===== config.mk =====
export PLATFORM = sky130hd
export DESIGN_NAME = mvu_result_dma
export DESIGN_NICKNAME = d
export VERILOG_FILES = /design/src/rtl/mvu_dma_pkg.sv /design/src/rtl/mvu_dma_irq_pulse.sv /design/src/rtl/mvu_result_dma.sv
export SDC_FILE = /design/constraint.sdc
export NUM_CORES = 1
export LEC_CHECK = 0
export ABC_CLOCK_PERIOD_IN_PS = 2790
export CAP_MARGIN = 15
export CORE_UTILIZATION = 46
export DETAILED_ROUTE_END_ITERATION = 6
export PLACE_DENSITY = 0.85
export SYNTH_ARGS = -nofsm -noshare
export SYNTH_HDL_FRONTEND = slang
export SYNTH_HIERARCHICAL = 1
export SYNTH_SLANG_ARGS = --single-unit

===== constraint.sdc =====
create_clock -name clk -period 2.79 [get_ports clk]
set_clock_uncertainty 0.1 [all_clocks]
set_input_delay 0.279 -clock clk [delete_from_list [all_inputs] [get_ports clk]]
set_output_delay 0.279 -clock clk [all_outputs]
set_load 0.005 [all_outputs]

===== src/rtl/mvu_dma_pkg.sv =====
`default_nettype none
// +----------------------------------------------------------------------------+
// | Module  : mvu_dma_pkg                                                      |
// | Purpose : Definitions shared by the MVU inbound (load) and readback DMAs:  |
// |           FSM state encoding, status-word bit positions and the default    |
// |           MVU RAM geometry.                                                |
// | Ports   : none (package)                                                   |
// | Rev     : 1.0  initial release                                             |
// +----------------------------------------------------------------------------+
package mvu_dma_pkg;

  // Default MVU data RAM geometry. Both DMAs use the same values.
  localparam int MVU_AW_DEF = 15;
  localparam int MVU_DW_DEF = 64;

  // Dense binary state encoding in 3 bits.
  typedef enum logic [2:0] {
    S_IDLE    = 3'd0,
    S_RD_REQ  = 3'd1,
    S_RD_WAIT = 3'd2,
    S_WR_HI   = 3'd3,
    S_WR_LO   = 3'd4,
    S_DONE    = 3'd5
  } dma_state_e;

  // Layout of the 32-bit status word.
  localparam int STAT_BUSY_BIT = 0;
  localparam int STAT_DONE_BIT = 1;
  localparam int STAT_REM_LSB  = 16;
  localparam int STAT_REM_W    = 16;

endpackage : mvu_dma_pkg
`default_nettype wire


===== src/rtl/mvu_dma_irq_pulse.sv =====
`default_nettype none
// +----------------------------------------------------------------------------+
// | Module  : mvu_dma_irq_pulse                                                |
// | Purpose : Registered one-cycle pulse generator for DMA completion          |
// |           interrupts. A rising edge on trig_i gives one high cycle on      |
// |           pulse_o, one clock later.                                        |
// | Ports   : clk, rst_n   clock and asynchronous active-low reset             |
// |           trig_i       completion event (may be held high)                 |
// |           pulse_o      registered single-cycle pulse                       |
// | Rev     : 1.0  initial release                                             |
// +----------------------------------------------------------------------------+
module mvu_dma_irq_pulse (
  input  logic clk,
  input  logic rst_n,
  input  logic trig_i,
  output logic pulse_o
);

  logic trig_q;
  logic pulse_q;

  // Edge detection: a trigger held high still produces only one pulse.
  always_ff @(posedge clk or negedge rst_n) begin
    if (!rst_n) begin
      trig_q  <= 1'b0;
      pulse_q <= 1'b0;
    end else begin
      trig_q  <= trig_i;
      pulse_q <= trig_i & ~trig_q;
    end
  end

  assign pulse_o = pulse_q;

endmodule : mvu_dma_irq_pulse
`default_nettype wire


===== src/rtl/mvu_result_dma.sv =====
`default_nettype none
// +----------------------------------------------------------------------------+
// | Module  : mvu_result_dma                                                   |
// | Purpose : Readback DMA. Moves 64-bit MVU data RAM words into 32-bit system |
// |           memory. Each word becomes two system writes, high half first.   |
// |           This is the inverse of the inbound packing, so a load followed   |
// |           by a readback returns the data unchanged.                        |
// | Ports   : mvu_rd_*        MVU RAM read request / response                  |
// |           sys_wr_*        system memory write channel                      |
// |           dma_*_i         transfer configuration and start pulse          |
// |           dma_status_o    [0] busy, [1] done (sticky), [31:16] remaining   |
// |           dma_irq         one-cycle completion pulse                       |
// | Rev     : 1.0  initial release                                             |
// +----------------------------------------------------------------------------+
module mvu_result_dma
  import mvu_dma_pkg::*;
#(
  parameter int MVU_AW = MVU_AW_DEF,
  parameter int MVU_DW = MVU_DW_DEF,
  parameter int SYS_AW = 32,
  parameter int SYS_DW = 32,
  parameter int CNT_W  = 16
) (
  input  logic              clk,
  input  logic              rst_n,
  // MVU data RAM read port
  output logic [MVU_AW-1:0] mvu_rd_addr,
  output logic              mvu_rd_valid,
  input  logic              mvu_rd_ready,
  input  logic [MVU_DW-1:0] mvu_rd_rsp_data,
  input  logic              mvu_rd_rsp_valid,
  // System write port
  output logic [SYS_AW-1:0] sys_wr_addr,
  output logic [SYS_DW-1:0] sys_wr_data,
  output logic              sys_wr_valid,
  input  logic              sys_wr_ready,
  // Register block interface
  input  logic [MVU_AW-1:0] dma_src_addr_i,
  input  logic [SYS_AW-1:0] dma_dest_addr_i,
  input  logic [CNT_W-1:0]  dma_transfer_size_i,
  input  logic              dma_transfer_start_i,
  output logic [31:0]       dma_status_o,
  output logic              dma_irq
);

  dma_state_e        state_q;
  logic [MVU_AW-1:0] src_ptr_q;
  logic [SYS_AW-1:0] dst_ptr_q;
  logic [CNT_W-1:0]  remaining_q;
  logic [MVU_DW-1:0] hold_q;
  logic              done_q;
  logic              irq_set_d;

  // The next state is DONE. The pulse generator adds one register stage,
  // so dma_irq is high exactly while the FSM is in DONE.
  assign irq_set_d =
      ((state_q == S_IDLE) && dma_transfer_start_i && (dma_transfer_size_i == '0)) ||
      ((state_q == S_WR_LO) && sys_wr_ready && (remaining_q == CNT_W'(1)));

  always_ff @(posedge clk or negedge rst_n) begin
    if (!rst_n) begin
      state_q     <= S_IDLE;
      src_ptr_q   <= '0;
      dst_ptr_q   <= '0;
      remaining_q <= '0;
      hold_q      <= '0;
      done_q      <= 1'b0;
    end else begin
      case (state_q)
        S_IDLE: begin
          if (dma_transfer_start_i) begin
            src_ptr_q   <= dma_src_addr_i;
            dst_ptr_q   <= dma_dest_addr_i;
            remaining_q <= dma_transfer_size_i;
            done_q      <= 1'b0;
            state_q     <= (dma_transfer_size_i != '0) ? S_RD_REQ : S_DONE;
          end
        end
        S_RD_REQ: begin
          if (mvu_rd_ready) begin
            src_ptr_q <= src_ptr_q + MVU_AW'(1);
            state_q   <= S_RD_WAIT;
          end
        end
        S_RD_WAIT: begin
          // Responses are only taken here. Any stray response in another
          // state does not change the hold register.
          if (mvu_rd_rsp_valid) begin
            hold_q  <= mvu_rd_rsp_data;
            state_q <= S_WR_HI;
          end
        end
        S_WR_HI: begin
          if (sys_wr_ready) begin
            dst_ptr_q <= dst_ptr_q + SYS_AW'(1);
            state_q   <= S_WR_LO;
          end
        end
        S_WR_LO: begin
          if (sys_wr_ready) begin
            dst_ptr_q   <= dst_ptr_q + SYS_AW'(1);
            remaining_q <= remaining_q - CNT_W'(1);
            // remaining_q is never 0 here, so the decrement cannot underflow.
            state_q     <= (remaining_q == CNT_W'(1)) ? S_DONE : S_RD_REQ;
          end
        end
        S_DONE: begin
          done_q  <= 1'b1;
          state_q <= S_IDLE;
        end
        default: state_q <= S_IDLE;
      endcase
    end
  end

  // Every bus output depends only on registers. There is no path from a
  // ready input to a valid output, and address/data stay stable while a
  // request waits.
  assign mvu_rd_valid = (state_q == S_RD_REQ);
  assign mvu_rd_addr  = src_ptr_q;
  assign sys_wr_valid = (state_q == S_WR_HI) || (state_q == S_WR_LO);
  assign sys_wr_addr  = dst_ptr_q;
  assign sys_wr_data  = (state_q == S_WR_HI) ? hold_q[MVU_DW-1:SYS_DW]
                                             : hold_q[SYS_DW-1:0];

  always_comb begin
    dma_status_o                              = '0;
    dma_status_o[STAT_BUSY_BIT]               = (state_q != S_IDLE);
    dma_status_o[STAT_DONE_BIT]               = done_q;
    dma_status_o[STAT_REM_LSB +: STAT_REM_W]  = STAT_REM_W'(remaining_q);
  end

  mvu_dma_irq_pulse u_irq_pulse (
    .clk     (clk),
    .rst_n   (rst_n),
    .trig_i  (irq_set_d),
    .pulse_o (dma_irq)
  );

endmodule : mvu_result_dma
`default_nettype wire


==> results of run 1 <==
registers in the layout, summed over array words and instances, names as in the netlist:
| register | cells |
|---|---|
| state_q | 3 |
| u_irq_pulse/trig_q | 1 |
| u_irq_pulse/pulse_o | 1 |
| hold_q | 64 |
| sys_wr_addr | 32 |
| remaining_q | 16 |
| done_q | 1 |
| mvu_rd_addr | 15 |
power groups by stage:
stage	Clock (uW)	Combinational, uW	Sequential, uW
2_1_floorplan	0	3250	3590
3_3_place_gp	0	5530	3770
3_5_place_dp	0	5640	3810
4_1_cts	2200	5700	3810
5_1_grt	2290	6230	3940
6_report	2160	5710	3810
metal layers:
layer | vias up | track usage
met5 | - | 0
met4 | 0 | 0.0770
met3 | 27 | 0.0695
met2 | 296 | 0.416
met1 | 3175 | 0.314
li1 | 3112 | -
worst min-delay path by stage:
stage | startpoint | endpoint | slack [ns] | cells past startpoint
finish | rst_n | remaining_q[4] | 0.18 | 2
global route | rst_n | remaining_q[3] | 0.20 | 2
CTS | rst_n | remaining_q[5] | 0.17 | 2
detailed placement | rst_n | remaining_q[4] | 0.05 | 1
global placement | rst_n | remaining_q[4] | 0.05 | 1
floorplan | rst_n | done_q | -0.12 | 0
final cells by class:
cell class / count / area (um^2) / share of cell area
tap: 211 / 264 / 0.0256
clock buffer: 19 / 443 / 0.0430
timing repair buffer: 250 / 2510 / 0.244
multi-input combinational: 539 / 3580 / 0.348
clock inverter: 13 / 126 / 0.0123
inverter: 9 / 36.3 / 0.00352
sequential: 133 / 3330 / 0.323
per-stage QoR:
step                cells  cell area [um^2]  worst slack [ns]
global route         1174             10300            0.0602
detailed placement   1140              9700             0.321
global placement     1140              9700             0.390
floorplan             744              7280             0.615
finish               1174             10300             0.189
CTS                  1173             10300            0.0178
logic make-up (layout without fill, tap and decap cells):
family                   after synthesis  in the layout  share of synthesized area
AND/OR/NAND/NOR                      229            229                      0.162
flip-flops                           133            133                      0.461
AO/OA/AOI/OAI                        191            191                      0.160
other                                  1             14                   0.000519
adder cells (fa/ha/maj)                4              4                    0.00693
multiplexers                         101            101                      0.157
buffers and inverters                 72            291                     0.0538
cells in the mapped netlist, drive strengths merged (4+ instances only):
| master | count | area (um^2) |
|---|---|---|
| clkbuf | 26 | 97.6 |
| ha | 4 | 50.1 |
| mux2i | 5 | 50.1 |
| o21ai | 51 | 255 |
| nand2 | 57 | 214 |
| nor2 | 43 | 161 |
| a31oi | 5 | 31.3 |
| inv | 9 | 33.8 |
| o22ai | 17 | 106 |
| nand2b | 4 | 25.0 |
| nand3b | 4 | 30.0 |
| or3 | 8 | 50.1 |
| nand3 | 36 | 180 |
| nand4 | 11 | 68.8 |
| a2bb2oi | 16 | 140 |
| buf | 37 | 258 |
| dfrtp | 133 | 3330 |
| o21a | 4 | 30.0 |
| mux2 | 96 | 1080 |
| a21oi | 68 | 340 |
| nor3 | 22 | 115 |
| and3 | 12 | 75.1 |
| nor4 | 13 | 93.8 |
timing repair:
item | CTS | global route
setup endpoints to repair | 3 | 1
hold buffers | 1 | 0
gates cloned | 0 | 0
endpoints found under the hold margin | 92 | 0
gates resized for setup | 1 | 1
setup buffers | 0 | 1
==> results_dict.tcl, run 1 <==
set metrics [dict create \
    power_frac_comb 0.489 \
    clock_latency_ns 0.42 \
    top_layer_used "met4" \
    rsz0062_at_grt "false" \
    worstSetupEndpoint "sys_wr_valid" \
    slowest_stage "clkdlybuf4s50_1" \
    maxSlewHeadroom 0.623 \
    ys_ff_latch 133 \
    pwr-share-clk 0.185 \
    r2r_cells 7 \
    synth-edff-count 0 \
    vias 6610 \
    tns_ns 0 \
    syn_area_per_cell_um2 9.89 \
    reg2reg_from "remaining_q[0]" \
    worstSetupStartpointType "flip-flop" \
    cts.clk_slew.worst_paths_ns 0.06 \
    io_pins 247 \
    n_antenna_cell 0 \
    dp_hpwl_um 13700 \
    grt_start_max_net_pins 69 \
    syn_area_um2 7230 \
    cp_num_buf_inv 2 \
    max_freq_mhz 384 \
    place_congestion 0.891 \
    portBuffers 232 \
    numClockSinks 133 \
    fill_cells 1151 \
    area_growth_pct 42.4 \
    ant_nets 0 \
    period_share 0.932 \
    cp.depth 4 \
    dieArea_um2 16200 \
    hold_viol_final 0 \
    postSynth.asyncResetShare 1.00 \
    core-area_um2 15300 \
    rr_endpoint "remaining_q[14]" \
    drt_iter0_drc 436 \
    antenna_found_initial 0 \
    die_x_um 127 \
    reg2reg_slack_ns 0.44 \
    pwr-share-seq 0.326 \
    grt_pass1_wl_um 31900 \
    status "finished, final reports clean" \
    slowest_delay_ns 0.52 \
    synthFlopType "dfrtp_1" \
    p_int_uw 7430 \
    synthCells 731 \
    globalRouteTotalUtil 0.249 \
    hp-class "in -> async" \
    cp-end-kind "primary output" \
    overflow 0 \
    crit_start "state_q[0]" \
    drive_gt1_frac 0.169 \
    wl_met2_um 9750 \
    power.switching_uw 4250 \
    drv_slew 0 \
    setup_viol 0 \
    p_total_uw 11700 \
    wire_per_inst_um 17.0 \
    path_cells "or3b_1, and2_4, inv_4, clkdlybuf4s50_1" \
    final_common_cell "clkdlybuf4s50_1" \
    ys_types 58 \
    arrival_ns 2.22 \
    most-common-layout-cells "231 x clkdlybuf4s50_1, 132 x dfrtp_1, 96 x mux2_2, 68 x a21oi_1, 57 x nand2_1" \
    wl_met1_um 8410 \
    initial_core_util 0.474 \
    root_buffer "clkbuf_16" \
    fin_util 0.675 \
    nets 1087 \
    worstSetupPathType "reg -> out" \
    finalHoldWorstSlack_ns 0.185 \
    vdd_ir_drop_max_uv 654 \
    dr.pass1.iters 7 \
    cts_tree "built" \
    htree_num_levels 4 \
    powerDensity_nw_per_um2 1130 \
    grt_pass1_vias 6341 \
    cts_max_path_buffers 2 \
    tightest_slew_ns 0.565 \
    route.detailed.drc 0 \
    via_per_inst 5.63 \
    p_leak_uw 0.00405 \
    required_ns 2.41 \
    met3_length_um 1480 \
    final.min_clock_period_ns 2.60 \
    swShare 0.364 \
    drt-total-wl_um 19900 \
    ys_seq_area_frac 0.461 \
    cts_buffers 17 \
    ys_warn_count 6 \
    cap_violations 0 \
    die_height_um 127 \
    cpLargestDelayFamily "simple AND/OR/NAND/NOR gates" \
    crit_fanout 35 \
    rows 45 \
]
Note: power is estimated with default switching activity, not from simulation.
==> run 2, diff against run 1 <==
CORE_MARGIN = 4   (was default)
==> results_dict.tcl, run 2 (same netlist as run 1, synthesis figures left out) <==
set metrics [dict create \
    fill_cells 1171 \
    hold_viol_final 0 \
    root_buffer "clkbuf_16" \
    most-common-layout-cells "231 x clkdlybuf4s50_1, 132 x dfrtp_1, 96 x mux2_2, 68 x a21oi_1, 57 x nand2_1" \
    route.detailed.drc 0 \
    use_met3 0.0785 \
    rows 45 \
    core-area_um2 15300 \
    drt-total-wl_um 21300 \
    grt_pass1_vias 6625 \
    dp_hpwl_um 15200 \
    busiest_layer "met2" \
    cts_tree "built" \
    status "finished, final reports clean" \
    final_common_cell "clkdlybuf4s50_1" \
    arrival_ns 2.24 \
    place_congestion 0.840 \
    antenna_found_initial 0 \
    largest_reg_flops 64 \
    grt_pass1_wl_um 33900 \
    fin_area_um2 10400 \
    met1_usage 0.290 \
    cts.clk_slew.worst_paths_ns 0.06 \
    globalRouteTotalUtil 0.233 \
    ant_nets 0 \
    htree_num_levels 4 \
    path_cells "nand3b_1, buf_12, mux2_2, clkdlybuf4s50_1" \
    top_register "hold_q" \
    portBuffers 232 \
    period_share 0.939 \
    drive_gt1_frac 0.174 \
    p_leak_uw 0.00411 \
    rsz0062_at_grt "false" \
    final.min_clock_period_ns 2.62 \
    cap_violations 0 \
    die_height_um 133 \
    grt_start_max_net_pins 67 \
    required_ns 2.41 \
    setup_viol 0 \
    drv_slew 0 \
    crit_start "state_q[0]" \
    tns_ns 0 \
    powerDensity_nw_per_um2 1160 \
    cts_max_path_buffers 2 \
    vias 6657 \
    via_per_inst 5.65 \
    numClockSinks 133 \
    max_freq_mhz 382 \
    slowest_stage "dfrtp_1" \
    cp-end-kind "primary output" \
    reg2reg_from "remaining_q[1]" \
    tightest_slew_ns 0.650 \
    crit_fanout 32 \
    placed_cell_area_um2 9720 \
    clock_latency_ns 0.41 \
    drt_iter0_drc 453 \
    die_x_um 133 \
    use_met2 0.386 \
    io_pins 247 \
    hp-class "in -> async" \
    overflow 0 \
    vdd_ir_drop_max_uv 712 \
    dr.pass1.iters 5 \
    worstSetupPathType "reg -> out" \
    n_antenna_cell 0 \
    nets 1091 \
    area_growth_pct 43.8 \
    initial_core_util 0.472 \
    maxSlewHeadroom 0.566 \
    cts_buffers 17 \
    wire_per_inst_um 18.1 \
    dieArea_um2 17800 \
    slowest_delay_ns 0.48 \
    worstSetupStartpointType "flip-flop" \
]
## run 2: worst paths after layout
| path | to | cells past startpoint | slack [ns] |
|---|---|---|---|
| max | sys_wr_data[24] | 4 | 0.17 |
| min | remaining_q[3] | 2 | 0.32 |
| max reg2reg | remaining_q[14] | 7 | 0.42 |
| min reg2reg | u_irq_pulse/pulse_o | 1 | 0.34 |
| max in group asynchronous | hold_q[35] | 3 | 1.49 |
| min in group clk | u_irq_pulse/pulse_o | 1 | 0.34 |
## run 2: repair_timing
action,in CTS,in global routing
setup buffers,0,1
cloned,0,0
hold endpoints to repair,64,0
resized for setup,1,0
setup endpoints to repair,22,1
hold buffers,1,0
## run 2: layout make-up
type                            count  area, um^2  share of cell area
Multi-Input combinational cell    539        3580               0.345
Clock inverter                     15         226              0.0218
Sequential cell                   133        3330               0.320
Inverter                            9        33.8             0.00325
Timing Repair Buffer              254        2530               0.243
Clock buffer                       17         425              0.0409
Tap cell                          211         264              0.0254
## run 2: per-layer routing
layer  vias to the layer above  share of wire
met3                        38          0.084
met5                         -              0
met1                      3213           0.41
met2                       282           0.49
met4                         0          0.019
li1                       3124              -
## run 2: power breakdown
group | total, uW | internal (uW) | switching [uW] | leakage [uW]
Sequential | 3830 | 2900 | 922 | 0.00156
Clock | 2480 | 1590 | 888 | 0.000311
Combinational | 5770 | 3280 | 2500 | 0.00225
Total | 12100 | 7780 | 4310 | 0.00411
## run 2: per-stage QoR
stage / hold slack (ns) / util / power [uW] / instances / setup slack (ns)
after floorplan: -0.117 / - / 6840 / 744 / 0.615
after global placement: 0.217 / 0.635 / 9350 / 1144 / 0.440
after detailed placement: 0.215 / 0.635 / 9540 / 1144 / 0.437
after CTS: 0.324 / 0.678 / 12100 / 1177 / 0.0914
after global routing: 0.343 / 0.679 / 12900 / 1178 / 0.0371
final: 0.317 / 0.679 / 12100 / 1178 / 0.170
## run 2: worst max-delay path: cells and delay by family, from the launching register on
family | cells | cell delay [ns]
AND/OR/NAND/NOR | 1 | 0.24
multiplexers | 1 | 0.37
buffers and inverters | 2 | 0.72
flip-flops | 1 | 0.48
==> run 3, diff against run 2 <==
ABC_CLOCK_PERIOD_IN_PS = default   (was 2790)
TNS_END_PERCENT = 50   (was default)
==> results of run 3 <==
No change in the layout: final DEF, timing and power equal those of run 2.
